<file path="src/rtl/pipe_ctrl.sv">
// rtl/pipe_ctrl.sv - pipeline stall/flush control and control-register file
// MEM-stage commit of interrupts, exceptions, EXRT and WRCR; fetch redirect via new_pc.
module pipe_ctrl #(
   parameter logic [29:0] EXP_VECTOR_INIT = 30'h0
) (
   input  logic        clk,
   input  logic        reset,
   input  logic        if_busy,
   input  logic        mem_busy,
   input  logic        ld_hazard,
   input  logic [7:0]  irq,
   input  logic [4:0]  creg_rd_addr,
   output logic [31:0] creg_rd_data,
   input  logic        mem_en,
   input  logic [29:0] mem_pc,
   input  logic [2:0]  mem_exp_code,
   input  logic [1:0]  mem_ctrl_op,
   input  logic [4:0]  mem_dst_addr,
   input  logic [31:0] mem_out,
   output logic        if_stall,
   output logic        id_stall,
   output logic        ex_stall,
   output logic        mem_stall,
   output logic        if_flush,
   output logic        id_flush,
   output logic        ex_flush,
   output logic        mem_flush,
   output logic [29:0] new_pc,
   output logic        exe_mode,
   output logic        int_en
);

   localparam logic [1:0] OP_WRCR = 2'd1;
   localparam logic [1:0] OP_EXRT = 2'd2;

   localparam logic [4:0] A_STATUS     = 5'd0;
   localparam logic [4:0] A_PRE_STATUS = 5'd1;
   localparam logic [4:0] A_EPC        = 5'd2;
   localparam logic [4:0] A_EXP_VECTOR = 5'd3;
   localparam logic [4:0] A_CAUSE      = 5'd4;
   localparam logic [4:0] A_INT_MASK   = 5'd5;
   localparam logic [4:0] A_IRQ        = 5'd6;

   logic [1:0]  status_q, status_d;
   logic [1:0]  pre_status_q, pre_status_d;
   logic [29:0] epc_q, epc_d;
   logic [29:0] exp_vector_q, exp_vector_d;
   logic [2:0]  cause_q, cause_d;
   logic [7:0]  int_mask_q, int_mask_d;

   logic        stall;
   logic        commit;
   logic        int_pending;
   logic        take_int;
   logic        take_exc;
   logic        take_trap;
   logic        take_exrt;
   logic        take_wrcr;
   logic        redirect;
   logic [2:0]  trap_code;

   // Commit decode: interrupt beats exception beats EXRT beats WRCR.
   always_comb begin
      stall       = if_busy | mem_busy;
      commit      = mem_en & ~stall;
      int_pending = status_q[1] & (|(irq & ~int_mask_q));
      take_int    = commit & int_pending;
      take_exc    = commit & ~int_pending & (mem_exp_code != 3'd0);
      take_trap   = take_int | take_exc;
      take_exrt   = commit & ~take_trap & (mem_ctrl_op == OP_EXRT);
      take_wrcr   = commit & ~take_trap & (mem_ctrl_op == OP_WRCR);
      redirect    = take_trap | take_exrt;
      trap_code   = take_int ? 3'd1 : mem_exp_code;
   end

   always_comb begin
      if_stall  = stall | ld_hazard;
      id_stall  = stall;
      ex_stall  = stall;
      mem_stall = stall;
      if_flush  = redirect;
      id_flush  = redirect | (ld_hazard & ~stall);
      ex_flush  = redirect;
      mem_flush = redirect;
      new_pc    = 30'h0;
      if (take_trap) begin
         new_pc = exp_vector_q;
      end else if (take_exrt) begin
         new_pc = epc_q;
      end
   end

   always_comb begin
      status_d     = status_q;
      pre_status_d = pre_status_q;
      epc_d        = epc_q;
      exp_vector_d = exp_vector_q;
      cause_d      = cause_q;
      int_mask_d   = int_mask_q;
      if (take_trap) begin
         epc_d        = mem_pc;
         pre_status_d = status_q;
         status_d     = 2'b00;
         cause_d      = trap_code;
      end else if (take_exrt) begin
         status_d = pre_status_q;
      end else if (take_wrcr) begin
         // IRQ and unmapped addresses fall through to default and are dropped.
         case (mem_dst_addr)
            A_STATUS:     status_d     = mem_out[1:0];
            A_PRE_STATUS: pre_status_d = mem_out[1:0];
            A_EPC:        epc_d        = mem_out[31:2];
            A_EXP_VECTOR: exp_vector_d = mem_out[31:2];
            A_CAUSE:      cause_d      = mem_out[2:0];
            A_INT_MASK:   int_mask_d   = mem_out[7:0];
            default:      ;
         endcase
      end
   end

   always_ff @(posedge clk or negedge reset) begin
      if (!reset) begin
         status_q     <= 2'b00;
         pre_status_q <= 2'b00;
         epc_q        <= 30'h0;
         exp_vector_q <= EXP_VECTOR_INIT;
         cause_q      <= 3'd0;
         int_mask_q   <= 8'hFF;
      end else begin
         status_q     <= status_d;
         pre_status_q <= pre_status_d;
         epc_q        <= epc_d;
         exp_vector_q <= exp_vector_d;
         cause_q      <= cause_d;
         int_mask_q   <= int_mask_d;
      end
   end

   always_comb begin
      creg_rd_data = 32'h0;
      case (creg_rd_addr)
         A_STATUS:     creg_rd_data = {30'h0, status_q};
         A_PRE_STATUS: creg_rd_data = {30'h0, pre_status_q};
         A_EPC:        creg_rd_data = {epc_q, 2'b00};
         A_EXP_VECTOR: creg_rd_data = {exp_vector_q, 2'b00};
         A_CAUSE:      creg_rd_data = {29'h0, cause_q};
         A_INT_MASK:   creg_rd_data = {24'h0, int_mask_q};
         A_IRQ:        creg_rd_data = {24'h0, irq};
         default:      creg_rd_data = 32'h0;
      endcase
   end

   assign exe_mode = status_q[0];
   assign int_en   = status_q[1];

endmodule

</file>
<file path="config.mk">
export PLATFORM = sky130hd
export DESIGN_NAME = pipe_ctrl
export DESIGN_NICKNAME = d
export VERILOG_FILES = /design/src/rtl/pipe_ctrl.sv
export SDC_FILE = /design/constraint.sdc
export NUM_CORES = 1
export LEC_CHECK = 0
export CORE_UTILIZATION = 58
export CTS_BUF_LIST = sky130_fd_sc_hd__clkbuf_16
export DETAILED_ROUTE_END_ITERATION = 10
export DONT_BUFFER_PORTS = 1
export PLACE_DENSITY = 0.76
export SYNTH_ARGS = -nofsm -noshare
export SYNTH_HDL_FRONTEND = slang
export SYNTH_SLANG_ARGS = --single-unit
export TNS_END_PERCENT = 50
</file>
<file path="constraint.sdc">
create_clock -name clk -period 2.4 [get_ports clk]
set_input_delay 0.36 -clock clk [delete_from_list [all_inputs] [get_ports clk]]
set_output_delay 0.36 -clock clk [all_outputs]
set_load 0.005 [all_outputs]
</file>
# Yosys cells after proc, flatten, opt, wreduce, memory -nomap -nowiden
# Cells that the tools add are included.
[totals]
in_bits = 91
out_inout_bits = 72
register_bits = 75
word_cells = 76
[op_classes]
eq_ne = 14
reduce_logical = 16
mux = 20
bitwise_logic = 20
[ops]
columns = ["op", "count"]
rows = [
  ["case mux 32 bit (7 select lines)", 1],
  ["two-way mux 30 bit", 6],
  ["equality test 5 x 3 -> 1 bit, second input constant", 5],
  ["equality test 5 x 2 -> 1 bit, second input constant", 4],
  ["two-way mux 2 bit", 8],
  ["two-way mux 3 bit", 5],
  ["equality test 5 x 1 -> 1 bit, second input constant", 2],
  ["zero test 5 bit", 2],
  ["AND 1 bit", 9],
  ["AND reduction 3 bit", 3],
  ["nonzero test 3 bit", 3],
  ["AND 8 bit", 1],
  ["inverter 8 bit", 1],
  ["AND reduction 4 bit", 2],
  ["nonzero test 2 bit", 4],
  ["OR reduction 8 bit", 1],
  ["OR 1 bit", 5],
  ["inverter 1 bit", 4],
  ["equality test 2 x 1 -> 1 bit, second input constant", 1],
  ["equality test 2 bit, second input constant", 1],
  ["inequality test 2 bit, second input constant", 1],
  ["AND reduction 2 bit", 1],
]

# Depth between registers and ports, before layout
[depth]
depth_word = 14
ltp_mapped = 8
mapped_depth_nobuf = 5

# Worst setup path after synthesis
# OpenSTA, ideal clock, no wires.
[synth_timing]
path_kind = "register to output"
from = "register int_mask_q[7]"
to = "output port if_flush"
required_ns = 2.040
arrival_ns = 1.967
n_path_buf = 3
path_stages_with_launch = 9
path_slack_ns = 0.073
path_cell_list = "dfstp_2 inv_1 a2111oi_2 a31oi_2 buf_2 nor2_4 buf_4 nand2_1 buf_4"
[synth_via]
elab_chain_cells = 12
word_cells_on_any_way = 13
classes_between = "bitwise (12); reduce/logical (1)"
[synth_rtl]
columns = ["item", "line", "rtl"]
rows = [
  ["start: declaration", "49", "logic [7:0] int_mask_q, int_mask_d;"],
  ["start signal: assignment", "135", "int_mask_q <= int_mask_d;"],
  ["inverter 8 bit (*)", "66", "int_pending = status_q[1] & (|(irq & ~int_mask_q));"],
  ["AND 8 bit (*)", "66", ""],
  ["OR reduction 8 bit (*)", "66", ""],
  ["AND 1 bit (*)", "66", ""],
  ["inverter 1 bit", "68", "take_exc = commit & ~int_pending & (mem_exp_code != 3'd0);"],
  ["AND 1 bit (2 in series)", "68", ""],
  ["OR 1 bit (*)", "69", "take_trap = take_int | take_exc;"],
  ["inverter 1 bit (no source line)", "--", ""],
  ["AND 1 bit (2 in series)", "70", "take_exrt = commit & ~take_trap & (mem_ctrl_op == OP_EXRT);"],
  ["OR 1 bit (*)", "72", "redirect = take_trap | take_exrt;"],
  ["end: declaration", "24", "output logic if_flush,"],
]
# Mark *: on every way between the ends. The rest lies on a longest branch, timed or not.

# Worst setup path after layout
[layout_timing]
from = "register int_mask_q[7]"
to = "output port new_pc[15]"
[layout_via]
elab_chain_cells = 13
word_cells_on_any_way = 14
classes_between = "mux (2); bitwise (11); reduce/logical (1)"
[layout_rtl]
columns = ["item", "line", "rtl"]
rows = [
  ["inverter 8 bit (*)", "66", ""],
  ["AND 8 bit (*)", "66", ""],
  ["OR reduction 8 bit (*)", "66", ""],
  ["AND 1 bit (*)", "66", ""],
  ["inverter 1 bit", "68", ""],
  ["AND 1 bit (2 in series)", "68", ""],
  ["OR 1 bit (*)", "69", ""],
  ["inverter 1 bit (no source line)", "--", ""],
  ["AND 1 bit (2 in series)", "70", ""],
  ["two-way mux 30 bit", "88", "end else if (take_exrt) begin"],
  ["two-way mux 30 bit (*)", "86", "if (take_trap) begin"],
  ["end: declaration", "28", "output logic [29:0] new_pc,"],
]
# Marked as above.

==> results.toml <==
[setup_path]
slowest_delay_ns = 0.54
crit_fanout = 7
startpoint_type = "register"
crit_slowest_cell = "dfstp_2"
path_cells = "inv_1, a2111oi_4, a31oi_4, buf_6, buf_12, o31ai_4"
required_ns = 2.04
cp_data_arrival_time_ns = 2.10
path_class = "register to primary output"
end_kind = "primary output"

[floorplanning]
die_h_um = 90.65
fp.dieW_um = 90.65
coreArea_mm2 = 0.007408
pin_count = 163
placementRows = 31
die_area_mm2 = 0.008217
start_util_pct = 61.53

[routing]
drt_iter0_markers = 238
first_pass_iters = 6
via_per_inst = 6.727
vias = 3572
drt-total-wl_um = 12680
ant_nets = 0
wl_per_cell_um = 23.89
drc = 0

[clocking]
ctsHtreeMaxLevel = 3
path_clk_slew_ns = 0.06
numCtsBuffers = 9
clock_sinks = 75
clk_path_buf_depth = 2
cts_tree = "done"
cts-root-buf = "clkbuf_16"
clock_latency_ns = 0.33

[logic_synthesis]
synth.distinct_cells = 46
synth_edf_count = 0
synth_flop_cell = "dfrtp_1"
syn_nets = 509
yosysTopAreaCellShare_pct = 36.78
synth_largest_area_cell = "dfrtp_1"
ys_ff_latch = 75
netlist_area_mm2 = 0.004558
seq_area_frac_synth_pct = 41.39
synthCells = 418
synthTopCellsByArea = "dfrtp_1, mux2_2, o31ai_1"
async_flop_share_pct = 100.0
avgSynthCellArea_um2 = 10.90
yosys_warnings = 0

[sta]
worst_pin_slew_ns = 0.5685
skew_ns = 0.008731
setup_ws_ns = -0.05939
rsz0062_at_grt = "yes"
hold_violations = 0
fin_crit_sh_pct = 102.5
finalSetupViolations = 44
slew_headroom_pct = 61.96
period_minus_slack_ns = 2.459
slew_violations = 0
fmax_mhz = 406.6

[place]
dpl_cell_area_mm2 = 0.004770
dp_hpwl_um = 7719
port_buffers = 0
routabilityCongestion = 0.8328

[run]
cap_violations = 0

[grt]
met3_usage_pct = 8.923
grt_pass1_vias = 3773
grt_max_degree = 76
busiest_layer = "met2"
grt_pass1_wl_um = 19780
grtUsageTotal_pct = 30.75
use_met1_pct = 38.67
grt.overflow.total = 0
antenna_found_initial = 0
grt.met2_usage_pct = 51.14

[cells_and_area]
stdcell_area_mm2 = 0.005844
mostFrequentLayoutCells = "mux2_2, dfrtp_1, nand2_1"
final_common_cell = "mux2_2"
final_nets = 518
nFillCells = 429
diodes = 0
area_growth_pct = 28.22
layout-drive-gt1-share_pct = 50.46

[power]
power_w = 0.003327
p_per_area_mw_per_mm2 = 569.3
leakagePower_nw = 2.317
peakVddDrop_v = 0.0003944

[run_status]
violations = "negative setup slack"
status = "complete, but fails checks"

[worst_hold_path]
min_path_type = "primary input to register"
[stage by stage]
step	instances	hold WS [ns]	setup TNS (ns)	utilization, %	setup WS [ns]
2_1_floorplan	418	0.06441	0	-	0.07335
3_3_place_gp	500	0.06680	0	64.38	0.07377
3_5_place_dp	500	0.06684	0	64.38	0.03023
4_1_cts	526	0.1589	-1.238	75.58	-0.05917
5_1_grt	531	0.1648	-6.915	78.89	-0.1577
6_report	531	0.1705	-1.057	78.89	-0.05939
[routing by layer]
| metal | share of wire [%] | vias up |
|---|---|---|
| met5 | 0 | - |
| met4 | 1.4 | 0 |
| met3 | 9.1 | 21 |
| met2 | 51 | 169 |
| met1 | 39 | 1778 |
| li1 | - | 1604 |
[synth_stat cells (all sizes together) (3+ instances only)]
cell / count
mux2: 100
nor2: 10
nand2: 38
dfstp: 8
clkbuf: 23
inv: 7
mux2i: 8
o31ai: 33
a22o: 27
buf: 16
a2111oi: 3
dfrtp: 67
a22oi: 4
nand3: 4
o21ai: 34
nor2b: 3
a221o: 4
[registers in the layout (all words and copies together) (netlist names)]
| signal | flops |
|---|---|
| epc_q | 30 |
| pre_status_q | 2 |
| cause_q | 3 |
| status_q | 2 |
| int_mask_q | 8 |
| exp_vector_q | 30 |
[layout make-up]
cell class | count | area, um2 | share of cell area (%)
Multi-Input combinational cell | 297 | 3018 | 51.64
Tap cell | 99 | 123.9 | 2.119
Inverter | 7 | 26.28 | 0.4496
Clock inverter | 7 | 43.79 | 0.7493
Timing Repair Buffer | 37 | 520.5 | 8.906
Sequential cell | 75 | 1887 | 32.28
Clock buffer | 9 | 225.2 | 3.854
[worst max-delay path: cells and delay by family, from the launching register on]
family                 cells  cell delay [ns]
buffers and inverters      3             0.43
AOI/OAI and AO/OA          3             0.80
DFF                        1             0.54
[final timing paths]
kind	cells after the start	startpoint	slack [ns]	endpoint
setup / recovery	6	int_mask_q[7]	-0.06	new_pc[15]
hold / removal	1	mem_out[6]	0.17	exp_vector_q[4]
setup reg to reg	8	int_mask_q[7]	-0.02	exp_vector_q[5]
hold reg to reg	1	cause_q[2]	0.53	cause_q[2]
max in group asynchronous	2	reset	1.49	int_mask_q[7]
min in group asynchronous	2	reset	0.58	status_q[1]
[repair_timing]
action | 4_1_cts | 5_1_grt
setup buffers | 7 | 2
hold endpoints to repair | 75 | 0
gates cloned | 1 | 3
pin swaps | 16 | 4
endpoints found under the setup margin | 34 | 72
gates resized for setup | 93 | 40
hold buffers | 2 | 0
[cells by family (layout without fill, tap and decap cells)]
family | after synthesis | after routing | synth area share [%]
flops | 75 | 75 | 41.39
simple gates | 72 | 72 | 8.482
buf+inv | 46 | 60 | 4.749
mux | 108 | 108 | 26.46
compound gates | 117 | 117 | 18.91
[power breakdown]
part	total (W)	internal [W]	switching, W	leakage, nW
registers	0.00158	0.00144	0.000140	0.942
logic	0.000540	0.000314	0.000226	1.25
clock network	0.00121	0.000693	0.000516	0.127
No activity file was read; power rests on OpenSTA's default activity.
